`src/rtl/bcd_serial_subtractor.sv`:
```
// Digit-serial N-digit BCD subtractor computing A - B - Bin, least significant digit first.
// Optional SIGN_MAG_EN macro adds a FIX pass that turns a negative result into sign/magnitude.
module bcd_serial_subtractor #(
    parameter int N = 2
) (
    input  logic             clk,
    input  logic             rst,
    input  logic             start,
    input  logic [4*N-1:0]   A_in,
    input  logic [4*N-1:0]   B_in,
    input  logic             Bin_in,
    output logic             busy,
    output logic             done,
    output logic [4*N-1:0]   Diff_out,
    output logic             Bout_out,
    output logic             Neg_out,
    output logic             Err_out
);

    localparam int W  = 4 * N;
    localparam int CW = $clog2(N + 1);
    localparam logic [CW-1:0] LAST = CW'(N - 1);

`ifdef SIGN_MAG_EN
    typedef enum logic [1:0] {IDLE = 2'd0, SUB = 2'd1, FIX = 2'd2, DONE = 2'd3} state_t;
    logic neg;
`else
    typedef enum logic [1:0] {IDLE = 2'd0, SUB = 2'd1, DONE = 2'd3} state_t;
`endif

    state_t        state;
    logic [W-1:0]  a_reg;
    logic [W-1:0]  b_reg;
    logic [W-1:0]  acc;
    logic          br;
    logic [CW-1:0] cnt;

    logic [3:0]    op_a;
    logic [3:0]    op_b;
    logic [5:0]    d;
    logic [5:0]    d_fix;
    logic [3:0]    dig;
    logic          dig_br;
    logic [W-1:0]  acc_next;

    // One shared digit slice; in FIX it subtracts the raw result from zero.
    always_comb begin
        op_a = a_reg[3:0];
        op_b = b_reg[3:0];
`ifdef SIGN_MAG_EN
        if (state == FIX) begin
            op_a = 4'd0;
            op_b = acc[3:0];
        end
`endif
        d      = {2'b00, op_a} - {2'b00, op_b} - {5'd0, br};
        d_fix  = d + 6'd10;
        dig    = d[3:0];
        dig_br = 1'b0;
        if (d[5]) begin
            dig    = d_fix[3:0];
            dig_br = 1'b1;
        end
        acc_next = (acc >> 4) | (W'(dig) << (W - 4));
    end

    always_ff @(posedge clk) begin
        if (!rst) begin
            state    <= IDLE;
            a_reg    <= '0;
            b_reg    <= '0;
            acc      <= '0;
            br       <= 1'b0;
            cnt      <= '0;
`ifdef SIGN_MAG_EN
            neg      <= 1'b0;
`endif
            busy     <= 1'b0;
            done     <= 1'b0;
            Diff_out <= '0;
            Bout_out <= 1'b0;
            Neg_out  <= 1'b0;
            Err_out  <= 1'b0;
        end else begin
            done <= 1'b0;
            case (state)
                IDLE: begin
                    if (start) begin
                        a_reg   <= A_in;
                        b_reg   <= B_in;
                        br      <= Bin_in;
                        acc     <= '0;
                        cnt     <= '0;
                        Err_out <= 1'b0;
                        busy    <= 1'b1;
                        state   <= SUB;
                    end
                end
                SUB: begin
                    acc   <= acc_next;
                    a_reg <= a_reg >> 4;
                    b_reg <= b_reg >> 4;
                    br    <= dig_br;
                    cnt   <= cnt + 1'b1;
                    if (op_a > 4'd9 || op_b > 4'd9) Err_out <= 1'b1;
                    if (cnt == LAST) begin
`ifdef SIGN_MAG_EN
                        cnt <= '0;
                        neg <= dig_br;
                        if (dig_br) begin
                            br    <= 1'b0;
                            state <= FIX;
                        end else begin
                            state <= DONE;
                        end
`else
                        state <= DONE;
`endif
                    end
                end
`ifdef SIGN_MAG_EN
                FIX: begin
                    acc <= acc_next;
                    br  <= dig_br;
                    cnt <= cnt + 1'b1;
                    if (cnt == LAST) state <= DONE;
                end
`endif
                DONE: begin
                    Diff_out <= acc;
                    busy     <= 1'b0;
                    done     <= 1'b1;
                    state    <= IDLE;
`ifdef SIGN_MAG_EN
                    Bout_out <= neg;
                    Neg_out  <= neg;
`else
                    Bout_out <= br;
`endif
                end
                default: state <= IDLE;
            endcase
        end
    end

endmodule

```
`config.mk`:
```
export PLATFORM = sky130hd
export DESIGN_NAME = bcd_serial_subtractor
export DESIGN_NICKNAME = d
export VERILOG_FILES = /design/src/rtl/bcd_serial_subtractor.sv
export SDC_FILE = /design/constraint.sdc
export NUM_CORES = 1
export LEC_CHECK = 0
export BUFFER_PORTS_ARGS = -buffer_cell sky130_fd_sc_hd__buf_2
export CAP_MARGIN = 20
export CORE_MARGIN = 5
export CORE_UTILIZATION = 45
export DETAILED_ROUTE_END_ITERATION = 6
export PLACE_DENSITY = 0.64
export SLEW_MARGIN = 30
export SYNTH_ARGS = -nofsm -noshare
export SYNTH_HDL_FRONTEND = slang
export SYNTH_SLANG_ARGS = --single-unit
```
`constraint.sdc`:
```
create_clock -name clk -period 2.8 [get_ports clk]
set_input_delay 0.28 -clock clk [delete_from_list [all_inputs] [get_ports clk]]
set_output_delay 0.28 -clock clk [all_outputs]
set_load 0.05 [all_outputs]
```
==> impl_metrics.env, run 1 <==
export IMPL_status="completed"
export IMPL_rows=23
export IMPL_crit_fanout=2
export IMPL_cts_root_buf="clkbuf_8"
export IMPL_drt_pre_antenna_iters=4
export IMPL_synth_fp_nets=263
export IMPL_holdCritPathClass="input pin to register"
export IMPL_ys_top_cells_by_area="dfxtp_1 (43%), nand2_1 (7.7%), a21oi_1 (7.1%)"
export IMPL_cts_repair_resize_count=0
export IMPL_routed_wl_met2_um=1870
export IMPL_postRouteAntennaNets=0
export IMPL_grt_usage_pct=16.6
export IMPL_dp_hpwl_um=2970
export IMPL_highest_layer="met4"
export IMPL_required_ps=2980
export IMPL_crit_arrival_ps=2830
export IMPL_avgSynthCellArea_um2=8.18
export IMPL_synth_warnings=0
export IMPL_routed_wl_um=4100
export IMPL_clockBufferDepth=2
export IMPL_grt_pass1_wl_um=7130
export IMPL_viasPerCell=5.22
export IMPL_die_h_um=75.2
export IMPL_ctsHoldBuffers=0
export IMPL_fp_dieW_um=75.2
export IMPL_ir_worst_vdd_mv=0.268
export IMPL_htree_levels=2
export IMPL_skew_ps=2.67
export IMPL_worst_pin_slew_ps=594
export IMPL_fmax_mhz=377
export IMPL_fin_util_pct=53.5
export IMPL_vias=1623
export IMPL_coreArea_mm2=0.00406
export IMPL_syn_to_final_growth_pct=13.4
export IMPL_synth_edf_count=0
export IMPL_timing_rr_start="a_reg[0]"
export IMPL_slew_violations=0
export IMPL_io_pins=33
export IMPL_setup_viol=0
export IMPL_drt_iter0_markers=90
export IMPL_synth_yosys_seq_area_share_pct=42.9
export IMPL_relSlewSlack_pct=60.3
export IMPL_yosysTopAreaCellShare_pct=42.9
export IMPL_hold_path_cell_count=3
export IMPL_ys_seq_elements=41
export IMPL_clk_pin_slew_ps=80
export IMPL_rr_worst_depth=12
export IMPL_setup_tns_ps=0
export IMPL_yosysMostFrequentCell="dfxtp_1"
export IMPL_drc=0
export IMPL_drive_gt1_share_pct=18.4
export IMPL_p_per_area_mw_per_mm2=602
export IMPL_synth_area_mm2=0.00191
export IMPL_globalplace_congestion=0.773
export IMPL_synth_distinct_cells=40
export IMPL_worstSetupEndpointType="register"
export IMPL_rrSetupSlack_ps=150
export IMPL_nets=290
export IMPL_synth_async_sr_flop_share_pct=0
export IMPL_rsz0062_at_grt="no"
export IMPL_post_route_period_util_pct=94.7
export IMPL_hold_path_endpoint="a_reg[4]"
export IMPL_drv_cap=0
export IMPL_criticalPathCategory="register to register"
export IMPL_fin_area_mm2=0.00217
export IMPL_die_area_mm2=0.00566
export IMPL_synthFlopType="dfxtp_1"
export IMPL_synth_commonest_cells="dfxtp_1 (41), nand2_1 (39), nor2_1 (35)"
export IMPL_cts_buffers=5
export IMPL_postCtsSetupRepairBufs=0
export IMPL_gr_total_overflow=0
export IMPL_cts_sink_count=41
export IMPL_antenna_cells=0
export IMPL_placed_area_mm2=0.00208
export IMPL_cts_tree="built"
export IMPL_syn_instance_count=234
export IMPL_fin_cells=311
export IMPL_hold_viol_final=0
export IMPL_worstSkewPairLatency_ps=290
export IMPL_critPathLaunchType="register"
export IMPL_fin_crit_ps=2650
export IMPL_met1Wirelength_um=2020
export IMPL_initial_core_util_pct=47.1
export IMPL_dp_cells=304
export IMPL_yosys_area_top_type="dfxtp_1"
export IMPL_hold_start="A_in[4]"
export IMPL_met3_length_um=158
export IMPL_r2r_end="acc[7]"
export IMPL_io_buffers=31
export IMPL_grt_max_degree=35
export IMPL_wire_per_inst_um=13.2
export IMPL_antenna_found_initial=0
export IMPL_power_leakage_nw=0.920
export IMPL_grt_pass1_vias=1574
## placed cells by master (no fill, tap or decap)
cell type | Yosys | final
a21o_2 | 2 | 2
and3b_1 | 1 | 1
xnor2_2 | 1 | 1
nor3b_1 | 1 | 1
conb_1 | 1 | 1
o21ai_1 | 1 | 1
nor2_1 | 35 | 35
nor2_2 | 1 | 1
xor2_1 | 1 | 1
clkbuf_8 | 0 | 6
a211oi_1 | 2 | 2
nand2_1 | 39 | 39
nor3_1 | 1 | 1
and2_1 | 1 | 1
buf_2 | 2 | 31
and4b_1 | 1 | 1
fa_1 | 1 | 1
nand2b_1 | 2 | 2
a211oi_2 | 1 | 1
a21boi_0 | 1 | 1
buf_4 | 2 | 2
inv_1 | 8 | 8
a311oi_1 | 8 | 8
ha_1 | 8 | 8
dfxtp_1 | 41 | 41
nand3_1 | 3 | 3
o21ai_0 | 4 | 4
clkinv_1 | 1 | 1
or3_4 | 1 | 1
nor2b_1 | 9 | 9
clkinvlp_4 | 0 | 1
a21oi_2 | 1 | 1
a311o_1 | 1 | 1
xnor2_1 | 1 | 1
mux2i_1 | 3 | 3
and3_1 | 3 | 3
or2_2 | 1 | 1
a21oi_1 | 27 | 27
a32oi_1 | 1 | 1
a22oi_1 | 7 | 7
## worst max-delay path, cell delays in order, from the launching register on
cell and delay, ps:
dfxtp_1 310, inv_1 50, ha_1 150, inv_1 50, fa_1 480, inv_1 50
ha_1 200, xnor2_1 140, ha_1 220, a211oi_2 280, xor2_1 100, and4b_1 210
a311o_1 310
## stage by stage
step	setup slack, ps	total power [W]	hold slack, ps
after global placement	253	0.000918	442
after floorplan	307	0.000862	428
after CTS	160	0.00132	220
final	148	0.00131	228
after detailed placement	168	0.000923	444
after global routing	34.6	0.00138	247
## power breakdown
group / internal [W] / switching [W] / total [W]
clock network: 0.000195 / 0.000203 / 0.000398
logic: 0.000110 / 0.000148 / 0.000259
registers: 0.000618 / 0.0000312 / 0.000650
total: 0.000924 / 0.000382 / 0.00131
## logic make-up (layout without fill, tap and decap cells)
family	Yosys count	after routing	synth area share, %
AND/OR/NAND/NOR	99	99	23.1
AO/OA/AOI/OAI	56	56	19.0
flip-flops	41	41	42.9
buffers and inverters	22	49	5.23
adder cells (fa/ha/maj)	9	9	6.28
XOR/XNOR	3	3	1.77
multiplexers	3	3	1.57
other	1	1	0.196
## how the worst max path moves through the flow
stage	from	to	slack [ps]	cells after the start
finish	a_reg[0]	acc[7]	150	12
global route	a_reg[0]	acc[7]	30	12
CTS	a_reg[0]	acc[7]	160	12
detailed placement	a_reg[0]	acc[7]	170	12
global placement	a_reg[0]	acc[7]	250	12
floorplan	a_reg[0]	acc[7]	310	12
## cell type report
type                    count  area [µm²]
well taps                  50        62.6
flip-flops and latches     41         821
repair buffers             33         170
clock inverters             1        7.51
fillers                   395        1890
clock buffers               6        82.6
multi-input cells         171         992
inverters                   9        33.8
## metal layers
metal | GRT usage [%] | up-vias
li1 | - | 846
met1 | 21.8 | 744
met2 | 26.3 | 27
met3 | 4.41 | 6
met4 | 6.02 | 0
met5 | 0 | -
Power figures use the tool's default switching activity.
==> inputs of run 2 (changes only) <==
- ABC_AREA: default -> 1
==> run 2 against run 1 <==
Die area decreased by 1.8%. Via count decreased by 2.6%. Total power increased by 3.0%. Synthesized cell count decreased by 2.6%. Critical endpoint unchanged. Largest power group unchanged.
==> impl_metrics.env, run 2 <==
export IMPL_clockBufferDepth=2
export IMPL_fillers=397
export IMPL_rr_worst_depth=12
export IMPL_gr_total_overflow=0
export IMPL_yosys_area_top_type="dfxtp_1"
export IMPL_grt_max_degree=22
export IMPL_setup_viol=0
export IMPL_hold_path_cell_count=3
export IMPL_htree_levels=2
export IMPL_grt_usage_pct=16.3
export IMPL_grt_pass1_wl_um=6880
export IMPL_fmax_mhz=428
export IMPL_cts_sink_count=41
export IMPL_clk_pin_slew_ps=80
export IMPL_slew_violations=0
export IMPL_synth_yosys_seq_area_share_pct=43.8
export IMPL_yosysTopAreaCellShare_pct=43.8
export IMPL_yosysMostFrequentCell="nand2_1"
export IMPL_wire_per_inst_um=13.5
export IMPL_rsz0062_at_grt="no"
export IMPL_holdCritPathClass="input pin to register"
export IMPL_ff_latch_area_um2=821
export IMPL_placed_area_mm2=0.00204
export IMPL_dp_hpwl_um=2910
export IMPL_grt_pass1_vias=1521
export IMPL_fin_util_pct=52.7
export IMPL_worstSkewPairLatency_ps=300
export IMPL_crit_fanout=3
export IMPL_cts_repair_resize_count=0
export IMPL_postCtsSetupRepairBufs=0
export IMPL_synth_distinct_cells=32
export IMPL_nets=286
export IMPL_final_cell_mix="nand2_1 (46), dfxtp_1 (41), buf_2 (31), o21ai_0 (24), a21oi_1 (22)"
export IMPL_power_leakage_nw=0.892
export IMPL_synthFlopType="dfxtp_1"
export IMPL_r2r_end="acc[7]"
export IMPL_drive_gt1_share_pct=23.3
export IMPL_io_buffers=31
export IMPL_criticalPathCategory="register to register"
export IMPL_antenna_found_initial=0
export IMPL_antenna_cells=0
export IMPL_coreArea_mm2=0.00403
export IMPL_postRouteAntennaNets=0
export IMPL_status="completed"
export IMPL_initial_core_util_pct=46.5
export IMPL_p_per_area_mw_per_mm2=634
export IMPL_routed_wl_um=4170
export IMPL_ys_seq_elements=41
export IMPL_io_pins=33
export IMPL_fin_area_mm2=0.00212
export IMPL_required_ps=3030
export IMPL_rrSetupSlack_ps=460
export IMPL_avgSynthCellArea_um2=8.22
export IMPL_syn_to_final_growth_pct=13.3
export IMPL_synth_async_sr_flop_share_pct=0
export IMPL_synth_warnings=0
export IMPL_hold_viol_final=0
export IMPL_setup_tns_ps=0
export IMPL_skew_ps=6.88
export IMPL_cts_buffers=5
export IMPL_synth_commonest_cells="nand2_1 (46), dfxtp_1 (41), o21ai_0 (24)"
export IMPL_hold_path_endpoint="a_reg[6]"
export IMPL_synth_edf_count=0
export IMPL_drc=0
export IMPL_globalplace_congestion=0.783
export IMPL_die_area_mm2=0.00556
export IMPL_hold_start="A_in[6]"
export IMPL_timing_rr_start="a_reg[0]"
export IMPL_synth_fp_nets=257
export IMPL_multi_input_area_um2=898
export IMPL_synth_area_mm2=0.00187
export IMPL_drv_cap=0
export IMPL_drt_iter0_markers=62
export IMPL_rows=23
export IMPL_totalPowerFinal_w=0.00135
export IMPL_viasPerCell=5.13
export IMPL_post_route_period_util_pct=83.4
export IMPL_drt_pre_antenna_iters=4
export IMPL_ys_top_cells_by_area="dfxtp_1 (44%), nand2_1 (9.2%), o21ai_0 (6.4%)"
export IMPL_crit_arrival_ps=2570
export IMPL_cts_root_buf="clkbuf_8"
export IMPL_syn_instance_count=228
export IMPL_die_h_um=74.5
export IMPL_vias=1581
export IMPL_worstSetupEndpointType="register"
export IMPL_mostFrequentLayoutCell="nand2_1"
export IMPL_ir_worst_vdd_mv=0.346
export IMPL_fp_dieW_um=74.5
export IMPL_ctsHoldBuffers=0
export IMPL_critPathLaunchType="register"
export IMPL_fin_crit_ps=2340
export IMPL_cts_tree="built"
run 2: cell types whose count changed after synthesis, sizes merged, moves of 7 or more:
cell	before	now
nor2b	9	0
nand2	39	51
a311oi	8	0
inv	8	24
a22oi	7	0
nand3	3	23
nor2	36	7
o21ai	5	26
run 2: cell families (layout without fill, tap and decap cells):
kind of cell / count (synthesis) / in the layout / synth area share [%]
adders and majority gates: 9 / 9 / 6.41
other: 1 / 1 / 0.200
and+or+nand+nor: 81 / 81 / 20.8
AOI/OAI and AO/OA: 60 / 60 / 20.1
DFF: 41 / 41 / 43.8
buffers and inverters: 35 / 65 / 8.28
xor gates and xnor gates: 1 / 1 / 0.467
run 2: routing by layer:
metal,part of all wire [%],track usage [%],vias to the layer above
met5,0,0,-
met4,0.77,5.93,0
met3,5.4,5.14,4
met2,43,23.5,30
met1,50,22.8,732
li1,-,-,815
run 2: layout make-up:
cell class                      count  share of cell area [%]
Sequential cell                    41                    38.7
Clock buffer                        6                    3.42
Multi-Input combinational cell    152                    42.3
Inverter                           25                    4.54
Tap cell                           50                    2.95
Clock inverter                      2                   0.471
Timing Repair Buffer               32                    7.66
run 2: worst max-delay path: stages (launching register included):
cell and delay (ps):
dfxtp_1 300, inv_1 80, ha_1 150, inv_1 60, fa_1 480, inv_1 70
ha_1 200, xor2_1 250, inv_1 70, ha_1 220, o211ai_1 180, nand3_1 90
a21oi_1 120
run 2: how the worst max path moves through the flow:
stage               startpoint     end  slack (ps)  cells after the start
floorplan             a_reg[0]  acc[6]         630                     13
global placement      a_reg[0]  acc[6]         540                     13
detailed placement    a_reg[0]  acc[7]         490                     12
CTS                   a_reg[0]  acc[7]         470                     12
global route          a_reg[0]  acc[7]         310                     12
finish                a_reg[0]  acc[7]         460                     12
run 2: power by group:
part / switching [W] / internal (W)
logic: 0.000206 / 0.000119
clock network: 0.000204 / 0.000173
registers: 0.0000244 / 0.000619
run 2: metrics by stage:
step / hold slack, ps / cells / worst slack, ps
after global placement: 446 / 300 / 540
after floorplan: 418 / 228 / 626
after global routing: 219 / 308 / 307
after detailed placement: 451 / 300 / 487
after CTS: 219 / 308 / 471
final: 226 / 308 / 465
